`config.mk`:
```
export PLATFORM = sky130hd
export DESIGN_NAME = complex_operand_seq
export DESIGN_NICKNAME = d
export VERILOG_FILES = /design/src/rtl/complex_operand_seq.sv
export SDC_FILE = /design/constraint.sdc
export NUM_CORES = 1
export LEC_CHECK = 0
export CAP_MARGIN = 20
export CORE_AREA = 5 5 204 206
export DETAILED_ROUTE_END_ITERATION = 7
export DIE_AREA = 0 0 209 211
export SYNTH_ARGS = -nofsm -noshare
export SYNTH_HDL_FRONTEND = slang
export SYNTH_SLANG_ARGS = --single-unit
```
`constraint.sdc`:
```
create_clock -name clk_i -period 3.65 [get_ports clk_i]
set_input_delay 0.73 -clock clk_i [delete_from_list [all_inputs] [get_ports clk_i]]
set_output_delay 0.73 -clock clk_i [all_outputs]
set_load 0.02 [all_outputs]
```
`src/rtl/complex_operand_seq.sv`:
```
// complex_operand_seq: splits one complex multiply into two beats of packed
// FP64 operand pairs for a dual-lane downstream multiplier.
//   beat 0 (direct): {A.re, A.im, B.re, B.im}
//   beat 1 (cross) : {A.re, A.im, B.im, B.re}
// Optional feature macro: COMPLEX_OPERAND_SEQ_CONJ_EN adds conj_i. When it is
// set, the sign of B.im is inverted at capture, so the products form A*conj(B).
//
// state | meaning
// IDLE  | nothing held, ready for a new operation
// BEAT0 | presenting the direct-product operands
// BEAT1 | presenting the cross-product operands; may accept the next op
module complex_operand_seq #(
  parameter int TAG_WIDTH = 4
) (
  input  logic                  clk_i,
  input  logic                  rst_i,
  input  logic [1:0][63:0]      cplx_a_i,
  input  logic [1:0][63:0]      cplx_b_i,
  input  logic [TAG_WIDTH-1:0]  tag_i,
`ifdef COMPLEX_OPERAND_SEQ_CONJ_EN
  input  logic                  conj_i,
`endif
  input  logic                  in_valid_i,
  output logic                  in_ready_o,
  input  logic                  flush_i,
  output logic [3:0][63:0]      operands_o,
  output logic                  beat_o,
  output logic [TAG_WIDTH-1:0]  tag_o,
  output logic                  out_valid_o,
  input  logic                  out_ready_i,
  output logic                  busy_o
);

  typedef enum logic [1:0] {
    IDLE  = 2'd0,
    BEAT0 = 2'd1,
    BEAT1 = 2'd2
  } state_t;

  state_t                 state_q, state_d;
  logic [1:0][63:0]       a_q, a_d;
  logic [1:0][63:0]       b_q, b_d;
  logic [TAG_WIDTH-1:0]   tag_q, tag_d;
  logic                   accept;

  // State and operand registers with synchronous reset.
  always_ff @(posedge clk_i) begin
    if (rst_i) begin
      state_q <= IDLE;
      a_q     <= '0;
      b_q     <= '0;
      tag_q   <= '0;
    end else begin
      state_q <= state_d;
      a_q     <= a_d;
      b_q     <= b_d;
      tag_q   <= tag_d;
    end
  end

  // Next-state, capture and handshake logic; flush overrides everything.
  always_comb begin
    state_d = state_q;
    a_d     = a_q;
    b_d     = b_q;
    tag_d   = tag_q;

    // Reset also blocks acceptance so nothing is captured during rst_i.
    in_ready_o = ((state_q == IDLE) || ((state_q == BEAT1) && out_ready_i))
                 && !flush_i && !rst_i;
    accept     = in_valid_i && in_ready_o;

    case (state_q)
      IDLE:    if (accept) state_d = BEAT0;
      BEAT0:   if (out_ready_i) state_d = BEAT1;
      BEAT1:   if (out_ready_i) state_d = accept ? BEAT0 : IDLE;
      default: state_d = IDLE;
    endcase

    if (accept) begin
      a_d   = cplx_a_i;
      b_d   = cplx_b_i;
      tag_d = tag_i;
`ifdef COMPLEX_OPERAND_SEQ_CONJ_EN
      b_d[0][63] = cplx_b_i[0][63] ^ conj_i;
`endif
    end

    if (flush_i) state_d = IDLE;
  end

  // Output packing straight from the held registers; bits pass through untouched.
  always_comb begin
    out_valid_o = (state_q != IDLE);
    busy_o      = (state_q != IDLE);
    beat_o      = (state_q == BEAT1);
    tag_o       = tag_q;
    if (state_q == BEAT1) operands_o = {a_q[1], a_q[0], b_q[0], b_q[1]};
    else                  operands_o = {a_q[1], a_q[0], b_q[1], b_q[0]};
  end

endmodule
```
# After elaboration in Yosys (flattened, before gate mapping)
# Cells that the tools add are included.
# totals
out_inout_bits,264
register_bits,262
input_bits,265
wordCells,28
# op_classes
n_reduce_logical,11
muxes,6
eq_ne,5
# ops
operator,count
128-bit two-way mux,1
2-bit two-way mux,3
2-bit case mux with 3 select lines,1
1-bit logical AND,4
2-bit != test (second input constant),2
3-bit AND reduction,1
2-bit by 1-bit equality test with 1-bit output (second input constant),1
2-bit equality test (second input constant),1
1-bit logical NOT,2
2-bit logical NOT,1
2-bit by 1-bit != test with 1-bit output (second input constant),1
2-bit nonzero test,1
2-bit OR reduction,1
1-bit logical OR,1
1-bit two-way mux,1

# Depth between registers and ports, before layout
# depth
ltp_word,9
ltp_mapped,6
depth_no_buf,3

# Worst setup path before layout
# No wires, ideal clock.
# synth_timing
path_kind,register to output
from,register state_q[1]
to,output operands_o[118] (netlist bit)
slack_ps,1451
path_stages_with_launch,6
path_buffers,2
t_arrival_ps,1469
t_required_ps,2920
path_cell_list,dfxtp_1 -> inv_1 -> nor2_1 -> buf_2 -> buf_2 -> mux2_2
# synth_rtl
element,line_no,text
"start, declared",40,"state_t state_q, state_d;"
"start signal, assigned",54,state_q <= state_d;
"end, declared",26,"output logic [3:0][63:0] operands_o,"

==> impl_metrics.json <==
{
  "rr_worst_depth": 4,
  "grtUsageMet3": 0.05703,
  "post_drt_wl_per_cell_um": 18.96,
  "syn_inst": 996,
  "die_area_um2": 44100,
  "slew_headroom": 0.4923,
  "p_comb_frac": 0.169,
  "drc_errors": 0,
  "setup_ws_ps": 186.9,
  "io_pins": 529,
  "syn_nets": 1261,
  "clkSlewWorstSetupHoldPaths_ps": 60,
  "busiest_layer": "met2",
  "yosysWarningCount": 0,
  "postCtsSetupBuffers": 0,
  "finClkSkew_ps": 9.867,
  "globalplace.congestion": 0.8440,
  "cp_max_fo": 34,
  "die_y_um": 211,
  "min_path_type": "reg2reg",
  "timing.final.crit_share": 0.9488,
  "cp_slowest_cell": "clkdlybuf4s50_1",
  "start_util": 0.2991,
  "status": "complete, no violations",
  "worstPathCellList": "inv_1 -> nor2_4 -> buf_12 -> mux2_2 -> clkdlybuf4s50_1",
  "start_kind": "flop",
  "use_met2": 0.3006,
  "routed-via-count": 8998,
  "grt_start_max_net_pins": 143,
  "post_route_cells_drive_above_1_share": 0.1691,
  "final_util": 0.4693,
  "hold-path-cell-count": 2,
  "via_per_inst": 4.381,
  "drtAntennaViolNets": 0,
  "grt_util_met1": 0.1820,
  "finalSetupViolations": 0,
  "insertion_delay_ps": 560,
  "synth_area_um2": 11800,
  "grt_pass1_vias": 9370,
  "first_iter_violations": 326,
  "power_density_nw_per_um2": 404.1,
  "cp_top_family": "buffers and inverters",
  "rsz0062_at_grt": "no",
  "clock-sinks": 262,
  "criticalPathCategory": "reg2out",
  "tightest_slew_ps": 761.6,
  "worstPathArrival_ps": 2730,
  "core_um2": 39460,
  "die_x_um": 209,
  "grt_overflow": 0,
  "slew_viol_final": 0,
  "dp_slack_ps": 716.2,
  "grt.total_usage": 0.1651,
  "power_leakage_nw": 7.563,
  "numCtsBuffers": 31,
  "cap_viol_max_count": 0,
  "slowest_delay_ps": 560,
  "seq_area_frac_synth": 0.4445,
  "cp_num_buf_inv": 3,
  "synth_area_per_cell_um2": 11.85,
  "h-tree-depth": 1,
  "pwr-share-clk": 0.415,
  "fillers": 3737,
  "antenna_found_initial": 8,
  "final_nets": 1762,
  "wl_um": 38940,
  "multiInputGateArea_um2": 6091,
  "rows": 73,
  "p_sw_mw": 1.864,
  "clk_path_buf_depth": 3,
  "register_area_um2": 5245,
  "end_kind": "primary output",
  "grt_pass1_wl_um": 57260,
  "clockRootBuffer": "clkbuf_16",
  "synth.ff_latch_count": 262,
  "swShare": 0.2491,
  "ir_drop_mv": 0.3294,
  "cp.depth": 5,
  "intPower_mw": 5.619,
  "fmax_mhz": 288.8,
  "postCtsHoldBufs": 0,
  "io_buffer_count": 528,
  "area_delta_synth_final_pct": 56.93,
  "synth_cell_type_count": 18,
  "first_pass_iters": 4,
  "required_ps": 2920,
  "timing_hold_violations_final": 0,
  "hpwl_um": 28890,
  "layout_min_cycle_time_ps": 3463,
  "cts_resized": 0,
  "power_frac_seq": 0.416,
  "fin_setup_tns_ps": 0,
  "cts_tree": "built"
}
## final cells by class
class                   instances  share of cell area
diodes                          9            0.001216
clock inverters                14            0.007095
clock buffers                  42             0.04845
well taps                     525             0.03547
repair buffers                540              0.2952
flip-flops and latches        262              0.2832
inverters                       2           0.0004054
multi-input cells             660              0.3289
## cell usage after synthesis, drive strengths merged
library cell / count / area share
mux2: 388 / 0.37
dfxtp: 262 / 0.44
nor2b: 260 / 0.14
buf: 46 / 0.031
clkbuf: 26 / 0.0083
nor2: 5 / 0.0022
inv: 2 / 0.00064
a211oi: 1 / 0.00064
a21oi: 1 / 0.00042
and3b: 1 / 0.00074
nand2: 1 / 0.00032
nor3: 1 / 0.00042
o2111ai: 1 / 0.0022
o21ai: 1 / 0.00042
## per-stage QoR
step,cell area (µm²),hold WS (ps),total power [mW],std cells
3_5_place_dp,17470,516.6,4.448,1989
5_1_grt,18520,576.8,7.822,2053
3_3_place_gp,17470,551.7,4.432,1989
6_report,18520,531.7,7.482,2054
2_1_floorplan,11800,499.0,3.745,996
4_1_cts,18500,529.5,7.624,2045
## worst min-delay path, cell delays in order (launching register included)
cell	delay, ps
dfxtp_1	320
a21oi_1	120
nor3_1	50
## per-layer routing
metal,vias to the layer above,share of wire
met3,49,0.074
li1,4385,-
met2,270,0.52
met5,-,0
met4,0,0.025
met1,4294,0.39
## path summary, 6_finish.rpt
check                    to        from  slack, ps
max          operands_o[17]  state_q[1]        190
max reg2reg         b_q[93]  state_q[1]       1680
min              state_q[1]  state_q[1]        530
min reg2reg      state_q[1]  state_q[1]        530
## flip-flops by register name, indices dropped and copies added, names as in the netlist
name / cells
a_q: 128
b_q: 128
tag_o: 4
state_q: 2
## power by group through the flow
stage,registers (mW),logic (mW),clock network [mW]
floorplan,3.25,0.497,0
global placement,3.17,1.27,0
detailed placement,3.17,1.28,0
CTS,3.11,1.28,3.23
global route,3.13,1.34,3.35
finish,3.11,1.26,3.11
## placed cells by master, fill, tap and decap left out, drive strengths merged, types with 2 or more instances in the layout
master	instances
nor2b	260
clkinv	8
clkbuf	43
clkdlybuf4s50	527
mux2	388
dfxtp	262
clkinvlp	3
buf	12
nor2	5
diode	9
inv	3
bufinv	2
## cell families (layout without fill, tap and decap cells)
group / Yosys count / in the layout / synth area share
DFF: 262 / 262 / 0.4445
AOI/OAI and AO/OA: 4 / 4 / 0.003711
and+or+nand+nor: 268 / 268 / 0.1416
buffers and inverters: 74 / 598 / 0.03997
muxes: 388 / 388 / 0.3703
other: 0 / 9 / 0
Power figures use the tool's default switching activity.
